File: src/rtl/uart2apb_rsp_pkg.sv
// Shared definitions for the UART-to-APB response framer.
// Holds the state encoding, STATUS bit positions, the default frame header,
// the nominal frame lengths, the captured-response record and two small
// byte-building helpers used by uart2apb_rsp_packer.
package uart2apb_rsp_pkg;

    typedef enum logic [2:0] {
        ST_IDLE = 3'd0,
        ST_HDR  = 3'd1,
        ST_STAT = 3'd2,
        ST_DATA = 3'd3,
        ST_CSUM = 3'd4
    } state_t;

    localparam int ERR_BIT = 0;
    localparam int WR_BIT  = 1;

    localparam logic [7:0] DEF_HDR = 8'h5A;

    // Frame lengths without the optional trailing checksum byte.
    localparam int READ_LEN  = 6;
    localparam int WRITE_LEN = 2;

    typedef struct packed {
        logic [31:0] data;
        logic        is_wr;
        logic        err;
    } rsp_t;

    function automatic logic [7:0] status_byte(input logic is_wr, input logic err);
        logic [7:0] s;
        s         = 8'h00;
        s[WR_BIT]  = is_wr;
        s[ERR_BIT] = err;
        return s;
    endfunction

    // Data byte for payload slot idx; MSB-first order walks the lanes backwards.
    function automatic logic [7:0] lane_byte(input logic [31:0] d, input logic [1:0] idx,
                                             input logic lsb_first);
        logic [1:0] lane;
        logic [7:0] b;
        lane = lsb_first ? idx : ~idx;
        case (lane)
            2'd0:    b = d[7:0];
            2'd1:    b = d[15:8];
            2'd2:    b = d[23:16];
            default: b = d[31:24];
        endcase
        return b;
    endfunction

endpackage

File: src/rtl/uart2apb_rsp_packer.sv
// uart2apb_rsp_packer: frames one APB transaction result into bytes for the
// TX byte FIFO.
//   Read frame : HDR, STATUS, D0..D3     Write frame : HDR, STATUS
//   STATUS = {6'b0, is_wr, err}
// Optional macro UART2APB_RSP_CHECKSUM_EN appends an XOR checksum byte covering
// every preceding byte of the frame (HDR included).
// Ports:
//   clk, rst                      rising-edge clock, synchronous active-high reset
//   rsp_valid/rsp_ready           response handshake (ready only when idle)
//   rsp_data, rsp_is_wr, rsp_err  response payload, captured on acceptance
//   wr_data/wr_req/wr_ready       byte FIFO write handshake (registered outputs)
//   busy                          a frame is in progress
//   frame_cnt                     completed frame count, wraps at 16 bits
module uart2apb_rsp_packer
    import uart2apb_rsp_pkg::*;
#(
    parameter logic [7:0] HDR       = DEF_HDR,
    parameter bit         LSB_FIRST = 1'b1
) (
    input  logic        clk,
    input  logic        rst,
    input  logic        rsp_valid,
    output logic        rsp_ready,
    input  logic [31:0] rsp_data,
    input  logic        rsp_is_wr,
    input  logic        rsp_err,
    output logic [7:0]  wr_data,
    output logic        wr_req,
    input  logic        wr_ready,
    output logic        busy,
    output logic [15:0] frame_cnt
);

    state_t      state_q, state_d;
    logic [1:0]  idx_q, idx_d;
    rsp_t        rsp_q;
    logic [7:0]  wr_data_q, wr_data_d;
    logic        wr_req_q, wr_req_d;
    logic [15:0] frame_cnt_q;
    logic        capture, xfer, payload_end, frame_done;
`ifdef UART2APB_RSP_CHECKSUM_EN
    logic [7:0]  csum_q;
`endif

    assign rsp_ready = (state_q == ST_IDLE);
    assign busy      = ~rsp_ready;
    assign capture   = rsp_valid & rsp_ready;
    assign xfer      = wr_req_q & wr_ready;
    assign wr_data   = wr_data_q;
    assign wr_req    = wr_req_q;
    assign frame_cnt = frame_cnt_q;

    // Next byte is prepared while the current one waits, so wr_data/wr_req
    // only move on a transfer and stay frozen under backpressure.
    always_comb begin
        state_d     = state_q;
        idx_d       = idx_q;
        wr_req_d    = wr_req_q;
        wr_data_d   = wr_data_q;
        payload_end = 1'b0;
        frame_done  = 1'b0;
        case (state_q)
            ST_IDLE: if (rsp_valid) begin
                state_d   = ST_HDR;
                idx_d     = 2'd0;
                wr_req_d  = 1'b1;
                wr_data_d = HDR;
            end
            ST_HDR: if (xfer) begin
                state_d   = ST_STAT;
                wr_data_d = status_byte(rsp_q.is_wr, rsp_q.err);
            end
            ST_STAT: if (xfer) begin
                if (!rsp_q.is_wr) begin
                    state_d   = ST_DATA;
                    idx_d     = 2'd0;
                    wr_data_d = lane_byte(rsp_q.data, 2'd0, LSB_FIRST);
                end else begin
                    payload_end = 1'b1;
                end
            end
            ST_DATA: if (xfer) begin
                if (idx_q == 2'd3) begin
                    payload_end = 1'b1;
                end else begin
                    idx_d     = idx_q + 2'd1;
                    wr_data_d = lane_byte(rsp_q.data, idx_q + 2'd1, LSB_FIRST);
                end
            end
`ifdef UART2APB_RSP_CHECKSUM_EN
            ST_CSUM: if (xfer) frame_done = 1'b1;
`endif
            default: state_d = ST_IDLE;
        endcase

        if (payload_end) begin
`ifdef UART2APB_RSP_CHECKSUM_EN
            // Fold in the byte leaving this cycle; the accumulator lags by one.
            state_d   = ST_CSUM;
            wr_data_d = csum_q ^ wr_data_q;
`else
            frame_done = 1'b1;
`endif
        end

        if (frame_done) begin
            state_d  = ST_IDLE;
            wr_req_d = 1'b0;
        end
    end

    always_ff @(posedge clk) begin
        if (rst) begin
            state_q     <= ST_IDLE;
            idx_q       <= 2'd0;
            rsp_q       <= '0;
            wr_req_q    <= 1'b0;
            wr_data_q   <= 8'h00;
            frame_cnt_q <= 16'h0000;
        end else begin
            state_q   <= state_d;
            idx_q     <= idx_d;
            wr_req_q  <= wr_req_d;
            wr_data_q <= wr_data_d;
            if (capture)    rsp_q       <= '{data: rsp_data, is_wr: rsp_is_wr, err: rsp_err};
            if (frame_done) frame_cnt_q <= frame_cnt_q + 16'd1;
        end
    end

`ifdef UART2APB_RSP_CHECKSUM_EN
    always_ff @(posedge clk) begin
        if (rst)          csum_q <= 8'h00;
        else if (capture) csum_q <= 8'h00;
        else if (xfer)    csum_q <= csum_q ^ wr_data_q;
    end
`endif

endmodule

File: config.mk
export PLATFORM = sky130hd
export DESIGN_NAME = uart2apb_rsp_packer
export DESIGN_NICKNAME = d
export VERILOG_FILES = /design/src/rtl/uart2apb_rsp_pkg.sv /design/src/rtl/uart2apb_rsp_packer.sv
export SDC_FILE = /design/constraint.sdc
export NUM_CORES = 1
export LEC_CHECK = 0
export BUFFER_PORTS_ARGS = -buffer_cell sky130_fd_sc_hd__buf_2
export CAP_MARGIN = 10
export CORE_AREA = 5 5 80 82
export DETAILED_ROUTE_END_ITERATION = 16
export DIE_AREA = 0 0 85 87
export PLACE_DENSITY = 0.83
export RECOVER_POWER = 25
export SLEW_MARGIN = 15
export SYNTH_ARGS = -nofsm -noshare
export SYNTH_HDL_FRONTEND = slang
export SYNTH_SLANG_ARGS = --single-unit
File: constraint.sdc
create_clock -name clk -period 2.2 [get_ports clk]
set_input_delay 0 -clock clk [delete_from_list [all_inputs] [get_ports clk]]
set_output_delay 0 -clock clk [all_outputs]
set_load 0.005 [all_outputs]
Yosys cells after proc, flatten, opt, wreduce, memory -nomap -nowiden
Index checks and enable logic that the tools add are counted.
- bits in registers: 64
- input port bits: 38
- output and inout bits: 27
- logic and storage cells: 60
- add/subtract/negate cells: 2
- equality and inequality tests: 12
- multiplexer cells: 25
- bitwise operators: 4
- reduce and logical (&&, ||, !) cells: 9
- operator list (operator ; number):
    two-way mux 8 bit ; 6
    one-hot mux 8 bit (4 select lines) ; 1
    one-hot mux 8 bit (3 select lines) ; 1
    adder 16 x 1 -> 16 bit (second input constant) ; 1
    two-way mux 3 bit ; 4
    != test 2 bit (second input constant) ; 6
    one-hot mux 3 bit (4 select lines) ; 1
    two-way mux 2 bit ; 5
    AND reduction 7 bit ; 1
    equality test 3 x 2 -> 1 bit (second input constant) ; 2
    one-hot mux 2 bit (3 select lines) ; 1
    AND reduction 6 bit ; 1
    two-way mux 1 bit ; 5
    AND reduction 5 bit ; 1
    equality test 2 bit (second input constant) ; 2
    nonzero test 4 bit ; 1
    equality test 3 x 1 -> 1 bit (second input constant) ; 1
    zero test 3 bit ; 1
    nonzero test 3 bit ; 1
    adder 2 x 1 -> 2 bit (second input constant) ; 1
    bitwise AND 1 bit ; 2
    equality test 2 x 1 -> 1 bit (second input constant) ; 1
    zero test 2 bit ; 1
    NOT 1 bit ; 2
    other kinds (3) ; 3

Depth between registers and ports, before layout
Gate-level depths: netlist of the first run.
- depth after elaboration: 6
- depth in mapped cells: 7
- mapped depth without buffers: 6

Worst setup path after synthesis of the first run
No wires, ideal clock.
- path kind: register -> register
- start: register state_q[0]
- end: register frame_cnt_q[15] (netlist: frame_cnt[15])
- library setup time: 0.070 ns
- arrival time: 1.917 ns
- path slack: 0.213 ns
- stages on the path, launching flop included: 8
- buffers on the path: 2
- period minus slack after synthesis: 1.987 ns
- cells stage by stage: dfxtp_1 -> ha_1 -> buf_6 -> nand3b_1 -> a211o_1 -> buf_2 -> or4_1 -> a21oi_1
- cells in the longest elaborated chain, start to end: 3
- elaborated cells on any way between the ends: 4
- those cells by class: eq/ne: 2; mux: 2
- ends and longest elaborated chain (what ; RTL line ; source):
    start: declaration ; uart2apb_rsp_packer.sv:34 ; state_t state_q, state_d;
    start signal: assignment ; uart2apb_rsp_packer.sv:121 ; state_q <= state_d;
    equality test 3 x 2 -> 1 bit ; uart2apb_rsp_packer.sv:62 ; case (state_q)
    one-hot mux 1 bit (2 select lines) * ; uart2apb_rsp_packer.sv:62 ;
    two-way mux 1 bit * ; uart2apb_rsp_packer.sv:96 ; if (payload_end) begin
    end signal: assignment ; uart2apb_rsp_packer.sv:126 ; if (frame_done) frame_cnt_q <= frame_cnt_q + 16'd1;
    end: declaration ; uart2apb_rsp_packer.sv:39 ; logic [15:0] frame_cnt_q;
Every way passes the cells marked *; elsewhere a longest branch is shown, timed or not.
A chain may end at the register's enable or synchronous reset.

Worst setup path in the final report of the first run
- start: register idx_q[0]
- end: register frame_cnt_q[13] (netlist: frame_cnt[13])
- cells in the longest elaborated chain, start to end: 5
- ends and longest elaborated chain (what ; RTL line ; source):
    start: declaration ; uart2apb_rsp_packer.sv:35 ; logic [1:0] idx_q, idx_d;
    start signal: assignment ; uart2apb_rsp_packer.sv:122 ; idx_q <= idx_d;
    equality test 2 bit ; uart2apb_rsp_packer.sv:83 ; if (idx_q == 2'd3) begin
    two-way mux 1 bit ; uart2apb_rsp_packer.sv:83 ;
    two-way mux 1 bit ; uart2apb_rsp_packer.sv:82 ; ST_DATA: if (xfer) begin
    one-hot mux 1 bit (2 select lines) ; uart2apb_rsp_packer.sv:62 ;
    two-way mux 1 bit ; uart2apb_rsp_packer.sv:96 ;
No other way between the ends.

==> results_dict.tcl, run 1 <==
set metrics [dict create \
    outcome "finished, final reports clean" \
    ioPinCount 65 \
    required_ns 2.47 \
    worstRegToRegCells 5 \
    synthTopCellsByArea "dfxtp_1 43%, nand2_1 11%, a21oi_1 9.3%" \
    clk_latency_ns 0.34 \
    synth-seq-area-share 0.434 \
    ir_drop_uv 425 \
    swShare 0.352 \
    synth_nets 408 \
    die_h_um 87 \
    antenna_found_initial 0 \
    drt-initial-drc-count 226 \
    ys_warn_count 0 \
    grt_usage 0.217 \
    post_cts_buffers 0 \
    crit_type "reg -> reg" \
    rows 28 \
    p_switching_mw 1.17 \
    drv_slew 0 \
    tns_ns 0 \
    drc 0 \
    areaGrowthSynthToFinish_pct 30.0 \
    startpoint "idx_q[0]$_SDFFE_PP0P_" \
    wirelength_um 7880 \
    cp-start-kind "flip-flop" \
    p_seq_frac 0.430 \
    p_per_area_mw_per_mm2 877 \
    final_nets 502 \
    die_area_mm2 0.00740 \
    dp_hpwl_um 5450 \
    drive_above_1_share 0.174 \
    port_buffers 64 \
    cts_max_path_buffers 2 \
    design_area_mm2 0.00378 \
    die_x_um 85 \
    p_int_mw 2.15 \
    crit-reg2reg-launch "idx_q[0]$_SDFFE_PP0P_" \
    finalHoldViolCount 0 \
    rsz0062_at_grt "false" \
    cp_data_arrival_time_ns 2.30 \
    power_frac_clock 0.256 \
    drv_cap 0 \
    grt_max_degree 40 \
    dr.pass1.iters 5 \
    holdCritStartpoint "rsp_valid" \
    grt_pass1_wl_um 12900 \
    synth_top_area_cell "dfxtp_1" \
    htreeDepth 3 \
    tightest_slew_ns 0.635 \
    final_cell_mix "82 x nand2_1, 63 x dfxtp_1, 55 x buf_2" \
    cts_buffers 9 \
    fin_worst_skew_ns 0.00701 \
    grt_pass1_vias 2757 \
    max_freq_mhz 492 \
    antennaDiodeCount 0 \
    antenna_left 0 \
    gp_congestion 0.829 \
    layout_commonest_cell "nand2_1" \
    root_buffer "clkbuf_8" \
    synthDistinctLibCells 42 \
    synth.top_cell.area_share 0.434 \
    cts_tree "built" \
    hold_depth 4 \
    period_minus_slack_ns 2.03 \
    synth_area_mm2 0.00291 \
    fin_crit_sh 0.923 \
    clk_pin_slew_worst_paths_ns 0.07 \
    hold_path_class "in -> reg" \
    grt.overflow.total 0 \
    p_comb_frac 0.314 \
    post_drt_wl_per_cell_um 14.8 \
    slew_headroom 0.577 \
    ys_ff_latch 63 \
    initial_core_util 0.512 \
    synth_area_per_cell_um2 8.07 \
    crit_path_end_kind "flip-flop" \
    setup_viol 0 \
    placed_area_mm2 0.00328 \
    vias 2985 \
    fp.coreArea_mm2 0.00568 \
    clock_sinks 63 \
    leakagePower_nw 1.49 \
    vias_per_cell 5.59 \
    cp_max_fo 13 \
    syn_inst 360 \
]
## layout make-up
cell class | instances | area, um2
well taps | 75 | 93.8
flip-flops and latches | 63 | 1260
inverters | 15 | 56.3
clock inverters | 4 | 22.5
repair buffers | 105 | 702
clock buffers | 12 | 135
multi-input cells | 260 | 1510
fillers | 506 | 1900
## Yosys cell counts, drive strengths merged
| library cell | n |
|---|---|
| o2111ai | 3 |
| a21boi | 1 |
| a31oi | 2 |
| nor2b | 4 |
| a2111oi | 1 |
| inv | 15 |
| nand4 | 1 |
| xor2 | 4 |
| nand2 | 82 |
| ha | 10 |
| a22oi | 2 |
| a221oi | 9 |
| a311oi | 1 |
| nor3 | 5 |
| a21oi | 54 |
| o31ai | 4 |
| xnor2 | 1 |
| o21bai | 4 |
| nor4b | 1 |
| nor2 | 9 |
| and3 | 1 |
| nand3 | 6 |
| nor3b | 3 |
| and3b | 1 |
| buf | 3 |
| clkbuf | 19 |
| mux2i | 3 |
| or4 | 4 |
| or3 | 6 |
| a22o | 4 |
| a222oi | 2 |
| and2 | 6 |
| o21ai | 10 |
| dfxtp | 63 |
| o22ai | 3 |
| nand2b | 3 |
| nand3b | 3 |
| and4 | 2 |
| a211o | 3 |
| o211ai | 2 |
## flip-flops by register name, indices dropped and copies added, names as in the netlist
register,count
state_q,2
wr_data,8
wr_req,1
idx_q,2
frame_cnt,16
rsp_q,34
## power groups by stage
stage | logic [mW] | clock network (mW) | registers, mW
after global routing | 1.16 | 0.917 | 1.45
after CTS | 1.02 | 0.852 | 1.42
after floorplan | 0.701 | 0 | 1.42
after detailed placement | 0.971 | 0 | 1.45
final | 1.04 | 0.848 | 1.43
after global placement | 0.939 | 0 | 1.43
## critical path, stage by stage (launching register included)
cell and delay, ns:
dfxtp_1 0.37, ha_1 0.28, nand2_1 0.19, a211o_2 0.44, or4_1 0.53, a21oi_1 0.16
## stage by stage
step	power (mW)	setup WS [ns]	hold WS, ns	utilization	std cells
after detailed placement	2.42	0.0520	0.247	0.578	484
after floorplan	2.12	0.213	0.136	-	360
after global routing	3.52	0.0174	0.0268	0.666	534
final	3.31	0.169	0.0145	0.666	534
after global placement	2.37	0.138	0.243	0.578	484
after CTS	3.30	0.0301	0.00237	0.666	534
## per-layer routing
| metal | global-route usage | vias up | share of wire |
|---|---|---|---|
| li1 | - | 1449 | - |
| met1 | 0.271 | 1396 | 0.43 |
| met2 | 0.359 | 118 | 0.48 |
| met3 | 0.0482 | 22 | 0.063 |
| met4 | 0.0950 | 0 | 0.026 |
| met5 | 0 | - | 0 |
## kinds of logic (layout without fill, tap and decap cells)
| kind of cell | count (synthesis) | after routing | synth area share |
|---|---|---|---|
| fa+ha+maj | 10 | 10 | 0.0430 |
| simple gates | 137 | 137 | 0.222 |
| flops | 63 | 63 | 0.434 |
| compound gates | 105 | 105 | 0.225 |
| buf+inv | 37 | 136 | 0.0508 |
| xor+xnor | 5 | 5 | 0.0151 |
| mux | 3 | 3 | 0.0103 |
## path summary, 6_finish.rpt
kind / endpoint / slack (ns)
hold / removal: rsp_q[1]$_SDFFE_PP0P_ / 0.01
setup / recovery: frame_cnt[13]$_SDFFE_PP0P_ / 0.17
hold reg to reg: rsp_q[28]$_SDFFE_PP0P_ / 0.45
setup reg to reg: frame_cnt[13]$_SDFFE_PP0P_ / 0.17
## repair_timing
item	in CTS	in global routing
hold endpoints to repair	34	0
resized for setup	0	3
hold buffers	34	0
endpoints found under the setup margin	0	3
(Power assumes the default switching activity.)
==> inputs of run 2 (changes only) <==
--- a/config.mk
+++ b/config.mk
@@ -10,6 +10,7 @@
 export CORE_AREA = 5 5 80 82
 export DETAILED_ROUTE_END_ITERATION = 16
 export DIE_AREA = 0 0 85 87
+export GPL_TIMING_DRIVEN = 0
 export PLACE_DENSITY = 0.83
 export RECOVER_POWER = 25
 export SLEW_MARGIN = 15
==> run 2 against run 1 <==
Compared with the run above:
- final area increased by 1.6%
- critical path type unchanged
- largest power group unchanged
- largest cell class unchanged
- via count grew 0.37%
- clock power up 5.9%
- clock skew fell by 0.00061 ns
- first-iteration DRC count is 17% lower
- worst setup slack got worse by 0.13 ns
- die area stayed put
- fmax down 6.1%
- routed wire length is 1.6% higher
==> results_dict.tcl, run 2 (synthesis gave the netlist of run 1 again) <==
set metrics [dict create \
    period_minus_slack_ns 2.16 \
    grt.overflow.total 0 \
    path_cells "ha_1, buf_6, nand3b_1, a211o_1, buf_2, or4_1, a21oi_1" \
    layout_commonest_cell "nand2_1" \
    clk_pin_slew_worst_paths_ns 0.07 \
    grt_pass1_wl_um 13200 \
    crit_type "reg -> reg" \
    required_ns 2.47 \
    antenna_left 0 \
    cts_tree "built" \
    grt_max_degree 11 \
    tightest_slew_ns 0.677 \
    slew_headroom 0.548 \
    slowest_delay_ns 0.51 \
    fp.coreArea_mm2 0.00568 \
    final_cell_mix "82 x nand2_1, 63 x dfxtp_1, 58 x buf_2" \
    die_h_um 87 \
    cts_buffers 9 \
    areaGrowthSynthToFinish_pct 32.2 \
    fin_crit_sh 0.983 \
    die_area_mm2 0.00740 \
    fin_worst_skew_ns 0.00640 \
    rsz0062_at_grt "true" \
    tns_ns 0 \
    wirelength_um 8000 \
    design_area_mm2 0.00384 \
    cp_data_arrival_time_ns 2.43 \
    crit_path_end_kind "flip-flop" \
    preCtsSetupSlack_ns 0.0564 \
    drv_cap 0 \
    port_buffers 63 \
    ioPinCount 65 \
    drive_above_1_share 0.169 \
    setup_viol 0 \
    cp_max_fo 10 \
    finalWorstSetupSlack_ns 0.0363 \
    p_seq_frac 0.423 \
    vias 2996 \
    hold_path_class "in -> reg" \
    dp_hpwl_um 5660 \
    clock_sinks 63 \
    drt-initial-drc-count 187 \
    clk_latency_ns 0.34 \
    cts_max_path_buffers 2 \
    crit_slowest_cell "or4_1" \
    p_per_area_mw_per_mm2 878 \
    htreeDepth 3 \
    leakagePower_nw 1.51 \
    outcome "finished, final reports clean" \
    post-route-util 0.677 \
    placed_area_mm2 0.00332 \
    post_drt_wl_per_cell_um 14.6 \
    grt_pass1_vias 2863 \
    ir_drop_uv 442 \
    final_nets 516 \
    grt_usage 0.226 \
    swShare 0.347 \
    cp-start-kind "flip-flop" \
    largest_register_ff_count 34 \
    post_cts_buffers 0 \
    gp_congestion 0.930 \
    rows 28 \
    max_freq_mhz 462 \
    drc 0 \
    p_switching_mw 1.17 \
    root_buffer "clkbuf_8" \
    dr.pass1.iters 4 \
    antenna_found_initial 0 \
    top_register "rsp_q" \
    finalHoldViolCount 0 \
    fin_cells 549 \
    dpl.cell_count 498 \
    power_frac_clock 0.266 \
    initial_core_util 0.512 \
    die_x_um 85 \
    p_int_mw 2.20 \
    drv_slew 0 \
    vias_per_cell 5.46 \
    p_comb_frac 0.310 \
]
==> run 2: cell types whose count changed in the layout (fill, tap and decap cells not counted), sizes merged <==
cell      before  now
buf           62   60
clkbuf        21   37
clkinv         3    4
clkinvlp       1    0
diode          0    1
==> run 2: power by group through the flow <==
stage / Clock (mW) / Sequential, mW / Combinational, mW
global placement: 0 / 1.44 / 0.944
global route: 0.983 / 1.44 / 1.18
floorplan: 0 / 1.42 / 0.701
finish: 0.898 / 1.43 / 1.05
CTS: 0.911 / 1.42 / 1.03
detailed placement: 0 / 1.45 / 0.972
==> run 2: stage by stage <==
step	power (mW)	hold WS, ns
global route	3.60	0.174
CTS	3.36	0.131
global placement	2.38	0.242
detailed placement	2.42	0.246
finish	3.37	0.153
floorplan	2.12	0.136
==> run 2: cell type report <==
type | count | area [um2]
Antenna cell | 1 | 2.50
Buffer | 22 | 93.8
Clock buffer | 12 | 155
Clock inverter | 4 | 20.0
Fill cell | 490 | 1830
Inverter | 15 | 56.3
Multi-Input combinational cell | 260 | 1510
Sequential cell | 63 | 1260
Tap cell | 75 | 93.8
Timing Repair Buffer | 97 | 648
==> run 2: worst max-delay path: cells and delay by family, from the launching register on <==
kind,cells,cell delay [ns]
AND/OR/NAND/NOR,2,0.68
buffers and inverters,2,0.34
flip-flops,1,0.35
adder cells (fa/ha/maj),1,0.22
AO/OA/AOI/OAI,2,0.51
==> run 2: final timing paths <==
kind	startpoint	endpoint	slack [ns]	cells after the start
worst max-delay path	state_q[0]$_SDFFE_PP0P_	frame_cnt[15]$_SDFFE_PP0P_	0.04	7
worst min-delay path	rst	idx_q[1]$_SDFFE_PP0P_	0.15	3
worst max register to register	state_q[0]$_SDFFE_PP0P_	frame_cnt[15]$_SDFFE_PP0P_	0.04	7
worst min register to register	rsp_q[25]$_SDFFE_PP0P_	rsp_q[25]$_SDFFE_PP0P_	0.46	2
==> run 2: what timing repair did <==
action | CTS | global route
resized for setup | 0 | 7
endpoints found under the setup margin | 0 | 11
endpoints found under the hold margin | 34 | 0
hold buffers | 34 | 0
==> run 2: per-layer routing <==
metal  part of all wire  GRT usage  wire length, um
met1               0.44      0.283             3480
met2               0.49      0.368             3920
met4              0.021     0.0993              166
met5                  0          0                0
met3              0.055     0.0558              437
==> inputs of run 3 (changes only) <==
--- a/config.mk
+++ b/config.mk
@@ -7,12 +7,13 @@
 export LEC_CHECK = 0
 export BUFFER_PORTS_ARGS = -buffer_cell sky130_fd_sc_hd__buf_2
 export CAP_MARGIN = 10
-export CORE_AREA = 5 5 80 82
+export CORE_AREA = 5 5 101 65
 export DETAILED_ROUTE_END_ITERATION = 16
-export DIE_AREA = 0 0 85 87
+export DIE_AREA = 0 0 106 70
 export GPL_TIMING_DRIVEN = 0
-export PLACE_DENSITY = 0.83
+export PLACE_DENSITY = 0.84
 export RECOVER_POWER = 25
+export SETUP_SLACK_MARGIN = 0.5
 export SLEW_MARGIN = 15
 export SYNTH_ARGS = -nofsm -noshare
 export SYNTH_HDL_FRONTEND = slang
==> constraint.sdc (replaced) <==
create_clock -name clk -period 2.2 [get_ports clk]
set_input_delay 0.44 -clock clk [delete_from_list [all_inputs] [get_ports clk]]
set_output_delay 0.44 -clock clk [all_outputs]
set_load 0.005 [all_outputs]
==> run 3 against run 2 <==
Compared with the run above:
- global-route usage increased by 2.2 points
- worst setup slack gained 0.20 ns
- sequential power rose by 3%
- first-iteration DRC count rose to 2.9 times the previous value
- largest cell class unchanged
- largest power group is now combinational logic
- highest routed layer is now met5
==> results_dict.tcl, run 3 (synthesis gave the netlist of run 1 again) <==
set metrics [dict create \
    fin_cells 531 \
    drc 0 \
    cp-endpoint "frame_cnt[11]$_SDFFE_PP0P_" \
    startpoint "state_q[0]$_SDFFE_PP0P_" \
    dp_hpwl_um 5940 \
    wirelength_um 11400 \
    die_h_um 70 \
    drv_cap 0 \
    post_drt_wl_per_cell_um 21.5 \
    cp-start-kind "flip-flop" \
    ioPinCount 65 \
    setup_viol 0 \
    r2r_slack_ns 0.24 \
    power_frac_clock 0.271 \
    vias_per_cell 6.44 \
    dr.pass1.iters 10 \
    antenna_left 0 \
    p_int_mw 2.75 \
    die_x_um 106 \
    placed_area_mm2 0.00332 \
    vias 3422 \
    p_comb_frac 0.390 \
    drt-initial-drc-count 551 \
    cp_data_arrival_time_ns 2.24 \
    grt_max_degree 12 \
    antennaDiodeCount 0 \
    cts_max_path_buffers 2 \
    drv_slew 0 \
    largest_register_ff_count 34 \
    design_area_mm2 0.00406 \
    fin_crit_sh 0.892 \
    layout_commonest_cell "nand2_1" \
    clk_latency_ns 0.36 \
    initial_core_util 0.532 \
    final_nets 505 \
    rows 21 \
    final_cell_mix "81 x nand2_1, 59 x dfxtp_1, 52 x buf_2" \
    cp_max_fo 5 \
    tns_ns 0 \
    required_ns 2.48 \
    p_switching_mw 1.61 \
    clock_sinks 63 \
    grt_usage 0.247 \
    areaGrowthSynthToFinish_pct 39.6 \
    grt.overflow.total 0 \
    port_buffers 63 \
    fin_worst_skew_ns 0.00930 \
    grt_pass1_wl_um 14400 \
    cts_tree "built" \
    rsz0062_at_grt "true" \
    root_buffer "clkbuf_8" \
    top_register "rsp_q" \
    worstRegToRegCells 6 \
    die_area_mm2 0.00742 \
    cts_buffers 9 \
    p_per_area_mw_per_mm2 1070 \
    period_minus_slack_ns 1.96 \
    antenna_found_initial 1 \
    fp.coreArea_mm2 0.00547 \
    crit_path_end_kind "flip-flop" \
    r2r_end "frame_cnt[11]$_SDFFE_PP0P_" \
    htreeDepth 3 \
    crit_type "reg -> reg" \
    tightest_slew_ns 0.758 \
    max_freq_mhz 510 \
    hold_path_class "in -> reg" \
    drive_above_1_share 0.323 \
    leakagePower_nw 1.57 \
    dpl.cell_count 492 \
    slew_headroom 0.495 \
    gp_congestion 0.889 \
    swShare 0.369 \
    p_seq_frac 0.339 \
    grt_pass1_vias 2862 \
    crit-reg2reg-launch "state_q[0]$_SDFFE_PP0P_" \
    outcome "finished, final reports clean" \
    clk_pin_slew_worst_paths_ns 0.08 \
    ir_drop_uv 557 \
    finalHoldViolCount 0 \
]
-- run 3: cell types whose count changed in the layout (fill, tap and decap cells not counted), sizes merged --
cell	before	now
dlygate4sd3	34	0
buf	60	83
clkinv	4	1
bufinv	0	2
clkinvlp	0	2
clkbuf	37	36
diode	1	0
-- run 3: final cells by class --
type / instances / area [um2]
inverter: 15 / 58.8
tap: 69 / 86.3
timing repair buffer: 86 / 478
clock inverter: 5 / 80.1
fill: 364 / 1410
buffer: 22 / 155
clock buffer: 11 / 151
sequential: 63 / 1280
multi-input combinational: 260 / 1770
-- run 3: critical path: stages, from the launching register on --
cell      delay (ns)
dfxtp_4         0.36
ha_4            0.16
buf_6           0.12
nand3b_1        0.18
a211o_1         0.36
or4_1           0.53
a21oi_2         0.18
-- run 3: layer usage --
metal	vias up	share of wire	GRT usage
met1	1528	0.37	0.331
met5	-	0.0018	0
li1	1456	-	-
met2	322	0.41	0.347
met3	114	0.14	0.112
met4	2	0.080	0.0934
-- run 3: what timing repair did --
action,CTS,global route
setup buffers,12,9
endpoints found under the setup margin,56,61
gates cloned,2,0
pin swaps,7,19
resized for setup,44,55
hold buffers,0,0
hold endpoints to repair,0,0
-- run 3: per-stage QoR --
step           power, mW  utilization  hold WS, ns  setup slack [ns]
2_1_floorplan       2.12            -        0.431             0.423
3_3_place_gp        2.41        0.608        0.444             0.170
3_5_place_dp        2.46        0.608        0.452             0.112
4_1_cts             3.89        0.699        0.316             0.273
5_1_grt             4.49        0.742        0.315             0.217
6_report            4.35        0.742        0.319             0.238
-- run 3: power by group through the flow --
| stage | clock network (mW) | registers, mW | logic, mW |
|---|---|---|---|
| final | 1.18 | 1.47 | 1.70 |
| after global routing | 1.23 | 1.48 | 1.77 |
| after CTS | 1.17 | 1.44 | 1.28 |
| after detailed placement | 0 | 1.46 | 0.997 |
| after global placement | 0 | 1.45 | 0.958 |
| after floorplan | 0 | 1.42 | 0.701 |
-- run 3: how the worst min path moves through the flow --
stage,to,cells past startpoint,from,slack [ns]
6_report,rsp_q[32]$_SDFFE_PP0P_,3,rsp_data[30],0.32
5_1_grt,rsp_q[24]$_SDFFE_PP0P_,3,rsp_data[22],0.32
4_1_cts,rsp_q[31]$_SDFFE_PP0P_,3,rsp_data[29],0.32
3_5_place_dp,rsp_q[22]$_SDFFE_PP0P_,2,rsp_q[22]$_SDFFE_PP0P_,0.45
3_3_place_gp,rsp_q[22]$_SDFFE_PP0P_,2,rsp_q[22]$_SDFFE_PP0P_,0.44
2_1_floorplan,rsp_q[28]$_SDFFE_PP0P_,2,rsp_q[28]$_SDFFE_PP0P_,0.43
